--- config.mk ---
export PLATFORM = sky130hd
export DESIGN_NAME = bcd_serial_adder
export DESIGN_NICKNAME = d
export VERILOG_FILES = /design/src/rtl/bcd_serial_adder.sv
export SDC_FILE = /design/constraint.sdc
export NUM_CORES = 1
export LEC_CHECK = 0
export BUFFER_PORTS_ARGS = -buffer_cell sky130_fd_sc_hd__clkbuf_2
export CORE_AREA = 2 2 90 92
export DETAILED_ROUTE_END_ITERATION = 7
export DIE_AREA = 0 0 92 94
export GPL_ROUTABILITY_DRIVEN = 0
export PLACE_DENSITY_LB_ADDON = 0.25
export SLEW_MARGIN = 10
export SYNTH_ARGS = -nofsm -noshare
export SYNTH_HDL_FRONTEND = slang
export SYNTH_SLANG_ARGS = --single-unit
--- constraint.sdc ---
create_clock -name clk -period 5.7 [get_ports clk]
set_clock_uncertainty 0.2 [all_clocks]
set_input_delay 0.57 -clock clk [delete_from_list [all_inputs] [get_ports clk]]
set_output_delay 0.57 -clock clk [all_outputs]
set_load 0.02 [all_outputs]
--- src/rtl/bcd_serial_adder.sv ---
// Multi-digit packed-BCD adder that processes one digit per clock, least-significant digit first.
// Define BCD_SUB_EN to add a 'sub' input, which makes the block compute A - B in ten's complement.
//
// state | meaning
// IDLE  | waiting for start; the last result is held on sum/carry_out/err
// ADD   | one digit of the latched operands is processed per clock
// DONE  | result is final; done pulses for this one cycle
module bcd_serial_adder #(
   parameter int DIGITS = 4
) (
   input  logic                  clk,
   input  logic                  rst_b,
   input  logic                  start,
`ifdef BCD_SUB_EN
   input  logic                  sub,
`endif
   input  logic [4*DIGITS-1:0]   a,
   input  logic [4*DIGITS-1:0]   b,
   output logic                  busy,
   output logic                  done,
   output logic [4*DIGITS-1:0]   sum,
   output logic                  carry_out,
   output logic                  err
);

   localparam int IW = $clog2(DIGITS);
   localparam logic [IW-1:0] LAST_IDX = IW'(DIGITS - 1);

   localparam logic [1:0] S_IDLE = 2'd0;
   localparam logic [1:0] S_ADD  = 2'd1;
   localparam logic [1:0] S_DONE = 2'd2;

   logic [1:0]          state_q, state_d;
   logic [4*DIGITS-1:0] a_q, a_d;
   logic [4*DIGITS-1:0] b_q, b_d;
   logic [4*DIGITS-1:0] sum_q, sum_d;
   logic [IW-1:0]       idx_q, idx_d;
   logic                carry_q, carry_d;
   logic                cout_q, cout_d;
   logic                err_q, err_d;
   logic                sub_q;
   logic                sub_in;

   logic [3:0]          dig_a, dig_b_raw, dig_b;
   logic [4:0]          s;
   logic [3:0]          dig_wrap;

`ifdef BCD_SUB_EN
   logic                sub_d;
   assign sub_in = sub;
`else
   assign sub_in = 1'b0;
   assign sub_q  = 1'b0;
`endif

   assign dig_a     = a_q[idx_q*4 +: 4];
   assign dig_b_raw = b_q[idx_q*4 +: 4];
   assign dig_b     = sub_q ? (4'd9 - dig_b_raw) : dig_b_raw;
   assign s         = {1'b0, dig_a} + {1'b0, dig_b} + {4'b0000, carry_q};
   // Subtracting 10 modulo 16 gives the same low nibble as (s - 10)[3:0] for every s in 10..31.
   assign dig_wrap  = s[3:0] - 4'd10;

   always_comb begin
      state_d = state_q;
      a_d     = a_q;
      b_d     = b_q;
      sum_d   = sum_q;
      idx_d   = idx_q;
      carry_d = carry_q;
      cout_d  = cout_q;
      err_d   = err_q;
`ifdef BCD_SUB_EN
      sub_d   = sub_q;
`endif
      case (state_q)
         S_IDLE: begin
            if (start) begin
               a_d     = a;
               b_d     = b;
               sum_d   = '0;
               err_d   = 1'b0;
               cout_d  = 1'b0;
               idx_d   = '0;
               carry_d = sub_in;
`ifdef BCD_SUB_EN
               sub_d   = sub_in;
`endif
               state_d = S_ADD;
            end
         end
         S_ADD: begin
            if (s > 5'd9) begin
               sum_d[idx_q*4 +: 4] = dig_wrap;
               carry_d             = 1'b1;
            end else begin
               sum_d[idx_q*4 +: 4] = s[3:0];
               carry_d             = 1'b0;
            end
            if (dig_a > 4'd9 || dig_b_raw > 4'd9) begin
               err_d = 1'b1;
            end
            if (idx_q == LAST_IDX) begin
               cout_d  = carry_d;
               idx_d   = '0;
               state_d = S_DONE;
            end else begin
               idx_d = idx_q + 1'b1;
            end
         end
         S_DONE: state_d = S_IDLE;
         default: state_d = S_IDLE;
      endcase
   end

   always_ff @(posedge clk) begin
      if (!rst_b) begin
         state_q <= S_IDLE;
         a_q     <= '0;
         b_q     <= '0;
         sum_q   <= '0;
         idx_q   <= '0;
         carry_q <= 1'b0;
         cout_q  <= 1'b0;
         err_q   <= 1'b0;
`ifdef BCD_SUB_EN
         sub_q   <= 1'b0;
`endif
      end else begin
         state_q <= state_d;
         a_q     <= a_d;
         b_q     <= b_d;
         sum_q   <= sum_d;
         idx_q   <= idx_d;
         carry_q <= carry_d;
         cout_q  <= cout_d;
         err_q   <= err_d;
`ifdef BCD_SUB_EN
         sub_q   <= sub_d;
`endif
      end
   end

   assign busy      = (state_q == S_ADD);
   assign done      = (state_q == S_DONE);
   assign sum       = sum_q;
   assign carry_out = cout_q;
   assign err       = err_q;

endmodule

[Word-level counts from Yosys, hierarchy flattened]
Index checks and enable logic that the tools add are counted.
Operators by class
  equal/unequal tests: 6
  multiplexer cells: 18
  shifts and indexed selects: 5
  $lt $le $gt $ge: 3
  reduce and logical (&&, ||, !) cells: 8
  $add $sub $neg: 5
Operators with widths (count)
  4-bit by 34-bit indexed part select with 16-bit output: 2
  4-bit negation with 34-bit output: 1
  4-bit by 34-bit variable shift with 16-bit output, first input constant: 1
  16-bit bitwise mux: 2
  16-bit 2-to-1 mux: 2
  16-bit one-hot mux with 2 select lines: 1
  16-bit by 5-bit indexed part select with 4-bit output: 2
  4-bit > comparator, second input constant: 2
  2-bit 2-to-1 mux: 4
  2-bit one-hot mux with 2 select lines: 2
  1-bit one-hot mux with 2 select lines: 3
  2-bit AND reduction: 3
  3-bit AND reduction: 2
  4-bit by 4-bit adder with 5-bit output: 1
  5-bit by 1-bit adder with 5-bit output: 1
  5-bit by 4-bit > comparator with 1-bit output, second input constant: 1
  2-bit == test, second input constant: 2
  1-bit 2-to-1 mux: 4
  2-bit by 1-bit inequality test with 1-bit output, second input constant: 2
  4-bit subtractor, second input constant: 1
  2-bit by 1-bit adder with 2-bit output, second input constant: 1
  2-bit by 1-bit == test with 1-bit output, second input constant: 1
  2-bit logical NOT: 1
  2-bit inequality test, second input constant: 1
  other kinds (2): 2
Storage, ports and cells
  register bits: 55
  logic and storage cells: 53
  bits of input ports: 35
  output and inout bits: 20

[Longest topological paths before layout]
  depth after elaboration: 8
  depth in mapped cells: 14
  mapped depth without buffers: 12

[Worst setup path after synthesis]
OpenSTA, ideal clock, no wires.
  kind: register to register
  from: reg idx_q[0]
  to: reg sum_q[6], in the netlist sum[6]
  clock period less this slack: 4142 ps
  arrival: 3871 ps
  slack: 1558 ps
  path buffers: 2
  data required time: 5430 ps
  stages on the path, launching flop included: 14
  setup time: 70 ps
  cell sequence: dfxtp_1 clkbuf_1 buf_2 mux4_2 fa_1 inv_1 fa_1 ha_1 inv_1 nor2_1 o41ai_4 mux2_4 or3b_4 o21ai_1
On the way
  word-level cells in the longest chain between the ends: 8
  elaborated cells between the ends (all ways): 14
  those cells by class: 4 x add/sub; 1 x order compare; 5 x shift; 4 x mux
RTL lines
  start, declared: line 37  | logic [IW-1:0] idx_q, idx_d;
  start signal, assigned: line 133  | idx_q <= idx_d;
  16-bit by 5-bit indexed part select with 4-bit output (on tied branches): line 56, 57
  4-bit by 4-bit adder with 5-bit output: line 59  | assign s = {1'b0, dig_a} + {1'b0, dig_b} + {4'b0000, carry_q};
  5-bit by 1-bit adder with 5-bit output: line 59
  4-bit subtractor: line 61  | assign dig_wrap = s[3:0] - 4'd10;
  4-bit by 34-bit indexed part select with 16-bit output: line 93  | sum_d[idx_q*4 +: 4] = dig_wrap;
  16-bit bitwise mux: line 93
  16-bit 2-to-1 mux (*): line 92  | if (s > 5'd9) begin
  16-bit one-hot mux with 2 select lines (*): line 75  | case (state_q)
  end signal, assigned: line 132  | sum_q <= sum_d;
  end, declared: line 36  | logic [4*DIGITS-1:0] sum_q, sum_d;
Every way passes the cells marked *; elsewhere a longest branch is shown, timed or not.
A chain may end at the register's enable or synchronous reset.

[Worst setup path in the final report]
Ends and elaborated chain as after synthesis.

==> flow_summary.json <==
{
  "insertion_delay_ns": 0.32,
  "grt_pass1_vias": 2090,
  "crit_family": "adder cells",
  "ys_warn_count": 0,
  "worstRegToRegCells": 11,
  "crit_path_max_incr_delay_ns": 0.83,
  "p_sw_uw": 222,
  "dr.pass1.iters": 4,
  "crit_buf_inv": 2,
  "p_leak_uw": 0.00121,
  "synth-edff-count": 0,
  "synth_nets": 340,
  "setup_slack_ns": 1.33,
  "grt.overflow.total": 0,
  "arrival_ns": 4.43,
  "path_clk_slew_ns": 0.10,
  "cts_inserted_buffers": 5,
  "ys_seq_area_frac": 0.418,
  "seqPwrFrac": 0.528,
  "p_sw_frac": 0.283,
  "period_minus_slack_ns": 4.37,
  "mostFrequentLayoutCells": "nand2_1 (79), dfxtp_1 (55), clkbuf_2 (54)",
  "n_fill_cell": 837,
  "synth.distinct_cells": 39,
  "antenna_found_initial": 0,
  "place_ws_ns": 1.31,
  "critPathCaptureType": "flop",
  "cts_sinks": 55,
  "synth_area_um2": 2630,
  "vdd_ir_drop_max_uv": 101,
  "placed_cells": 433,
  "grt_max_degree": 56,
  "viasPerCell": 4.71,
  "status": "finished, final reports clean",
  "post-route-util": 0.403,
  "post_cts_resized": 0,
  "slew_headroom": 0.390,
  "critPathLaunchType": "flop",
  "crit_slowest_cell": "dfxtp_1",
  "fin_cells": 441,
  "register_area_um2": 1100,
  "fin_nets": 383,
  "drv_slew": 0,
  "comb_power_share": 0.178,
  "synth_flop_cell": "dfxtp_1",
  "cts_tree": "done",
  "rsz0062_at_grt": "no",
  "max_cap_violations": 0,
  "synth-seq-cells": 55,
  "multi_input_area_um2": 1440,
  "drc": 0,
  "post-route-period-util": 0.767,
  "hold_violations": 0,
  "wl_per_cell_um": 12.9,
  "core-area_um2": 7610,
  "area_delta_synth_final_pct": 16.4,
  "syn_inst": 295,
  "mostFrequentLayoutCell": "nand2_1",
  "root_buffer": "clkbuf_8",
  "fmax_mhz": 229,
  "post-cts-setup-buffer-count": 0,
  "drtAntennaViolNets": 0,
  "num_rows": 32,
  "finalWirelength_mm": 5.67,
  "diodes": 0,
  "finalSetupTns_ns": 0,
  "drt_iter0_markers": 81,
  "grt_pass1_wl_mm": 9.97,
  "tightest_slew_ns": 0.915,
  "whs_path_depth": 2,
  "criticalPathCategory": "reg2reg",
  "synth.avg_cell_area_um2": 8.92,
  "die_h_um": 94,
  "floorplan.initialDensity": 0.346,
  "dieWidth_um": 92,
  "synthArstFlopShare": 0,
  "drive_gt1_frac": 0.227,
  "clockBufferDepth": 2,
  "via_count": 2078,
  "portBuffers": 54,
  "worstPathRequired_ns": 5.75,
  "cp_cell_sequence": "mux4_2 -> fa_1 -> inv_1 -> fa_1 -> ha_1 -> inv_1 -> nor2_1 -> o41ai_4 -> mux2_4 -> or3b_4 -> o21ai_1",
  "grtUsageTotal": 0.145,
  "setup_viol": 0,
  "htreeDepth": 2,
  "path_depth": 11,
  "path_max_fanout": 16,
  "dp_hpwl_mm": 4.06,
  "hp-class": "reg2reg",
  "dieArea_um2": 8650,
  "io_pins": 55,
  "cts_hold_buffers": 0,
  "p_int_uw": 562,
  "power_uw": 784,
  "power_density_nw_per_um2": 256,
  "pwr-share-clk": 0.294
}
-- per-stage QoR --
stage                     hold slack (ns)  area, um^2
after detailed placement            0.245        2960
final                               0.251        3060
after global placement              0.240        2960
after floorplan                     0.240        2630
after global routing                0.269        3060
after CTS                           0.258        3060
-- power by group through the flow --
stage / clock network, uW / registers (uW) / logic (uW)
6_report: 231 / 414 / 139
5_1_grt: 252 / 417 / 160
3_5_place_dp: 0 / 424 / 140
3_3_place_gp: 0 / 424 / 137
2_1_floorplan: 0 / 419 / 106
4_1_cts: 239 / 415 / 141
-- registers in the layout, summed over array words and instances (netlist names) --
signal,count
a_q,16
carry_out,1
b_q,16
state_q,2
carry_q,1
idx_q,2
sum,16
err,1
-- Yosys cell counts (2+ instances only) --
| master | number | area [um^2] |
|---|---|---|
| nor2_1 | 6 | 22.5 |
| and3_1 | 2 | 12.5 |
| clkbuf_1 | 17 | 63.8 |
| nand4_1 | 2 | 12.5 |
| ha_1 | 8 | 100 |
| mux4_2 | 8 | 180 |
| o31ai_1 | 3 | 22.5 |
| dfxtp_1 | 55 | 1100 |
| nor2b_1 | 12 | 75.1 |
| a21oi_1 | 10 | 50.1 |
| nor3_1 | 3 | 15.0 |
| nand3_1 | 5 | 25.0 |
| o21a_1 | 2 | 15.0 |
| a21o_1 | 3 | 22.5 |
| a21boi_0 | 34 | 255 |
| nor3b_1 | 3 | 22.5 |
| o21ai_1 | 6 | 30.0 |
| o21ai_0 | 4 | 20.0 |
| nand2b_1 | 2 | 12.5 |
| nand2_1 | 79 | 297 |
| fa_1 | 2 | 40.0 |
| a22oi_1 | 5 | 37.5 |
| inv_1 | 8 | 30.0 |
-- worst paths after layout --
kind | slack [ns] | endpoint | startpoint
setup reg to reg | 1.33 | sum[6]$_SDFFE_PN0P_ | idx_q[0]$_SDFFE_PN0P_
hold reg to reg | 0.25 | sum[9]$_SDFFE_PN0P_ | sum[9]$_SDFFE_PN0P_
setup / recovery | 1.33 | sum[6]$_SDFFE_PN0P_ | idx_q[0]$_SDFFE_PN0P_
hold / removal | 0.25 | sum[9]$_SDFFE_PN0P_ | sum[9]$_SDFFE_PN0P_
-- worst min-delay path, stage by stage (launching register included) --
cell,delay (ns)
dfxtp_1,0.32
nand2_1,0.05
o21ai_1,0.05
-- area by class of cell --
| class | instances | share of cell area |
|---|---|---|
| multi-input combinational | 214 | 0.470 |
| sequential | 55 | 0.359 |
| timing repair buffer | 54 | 0.0882 |
| tap | 102 | 0.0417 |
| clock buffer | 7 | 0.0282 |
| inverter | 8 | 0.00980 |
| clock inverter | 1 | 0.00286 |
-- metal layers --
metal	GRT usage	wire length, um	up-vias
met5	0	0	-
met4	0.0510	82	0
met3	0.0273	214	8
met2	0.233	2490	42
met1	0.194	2880	939
li1	-	-	1089
-- kinds of logic after synthesis --
family | after synthesis | synth area share
mux | 9 | 0.0742
fa+ha+maj | 10 | 0.0533
xor+xnor | 2 | 0.00951
flops | 55 | 0.418
compound gates | 71 | 0.194
simple gates | 122 | 0.214
buf+inv | 26 | 0.0376
(Power assumes the default switching activity.)
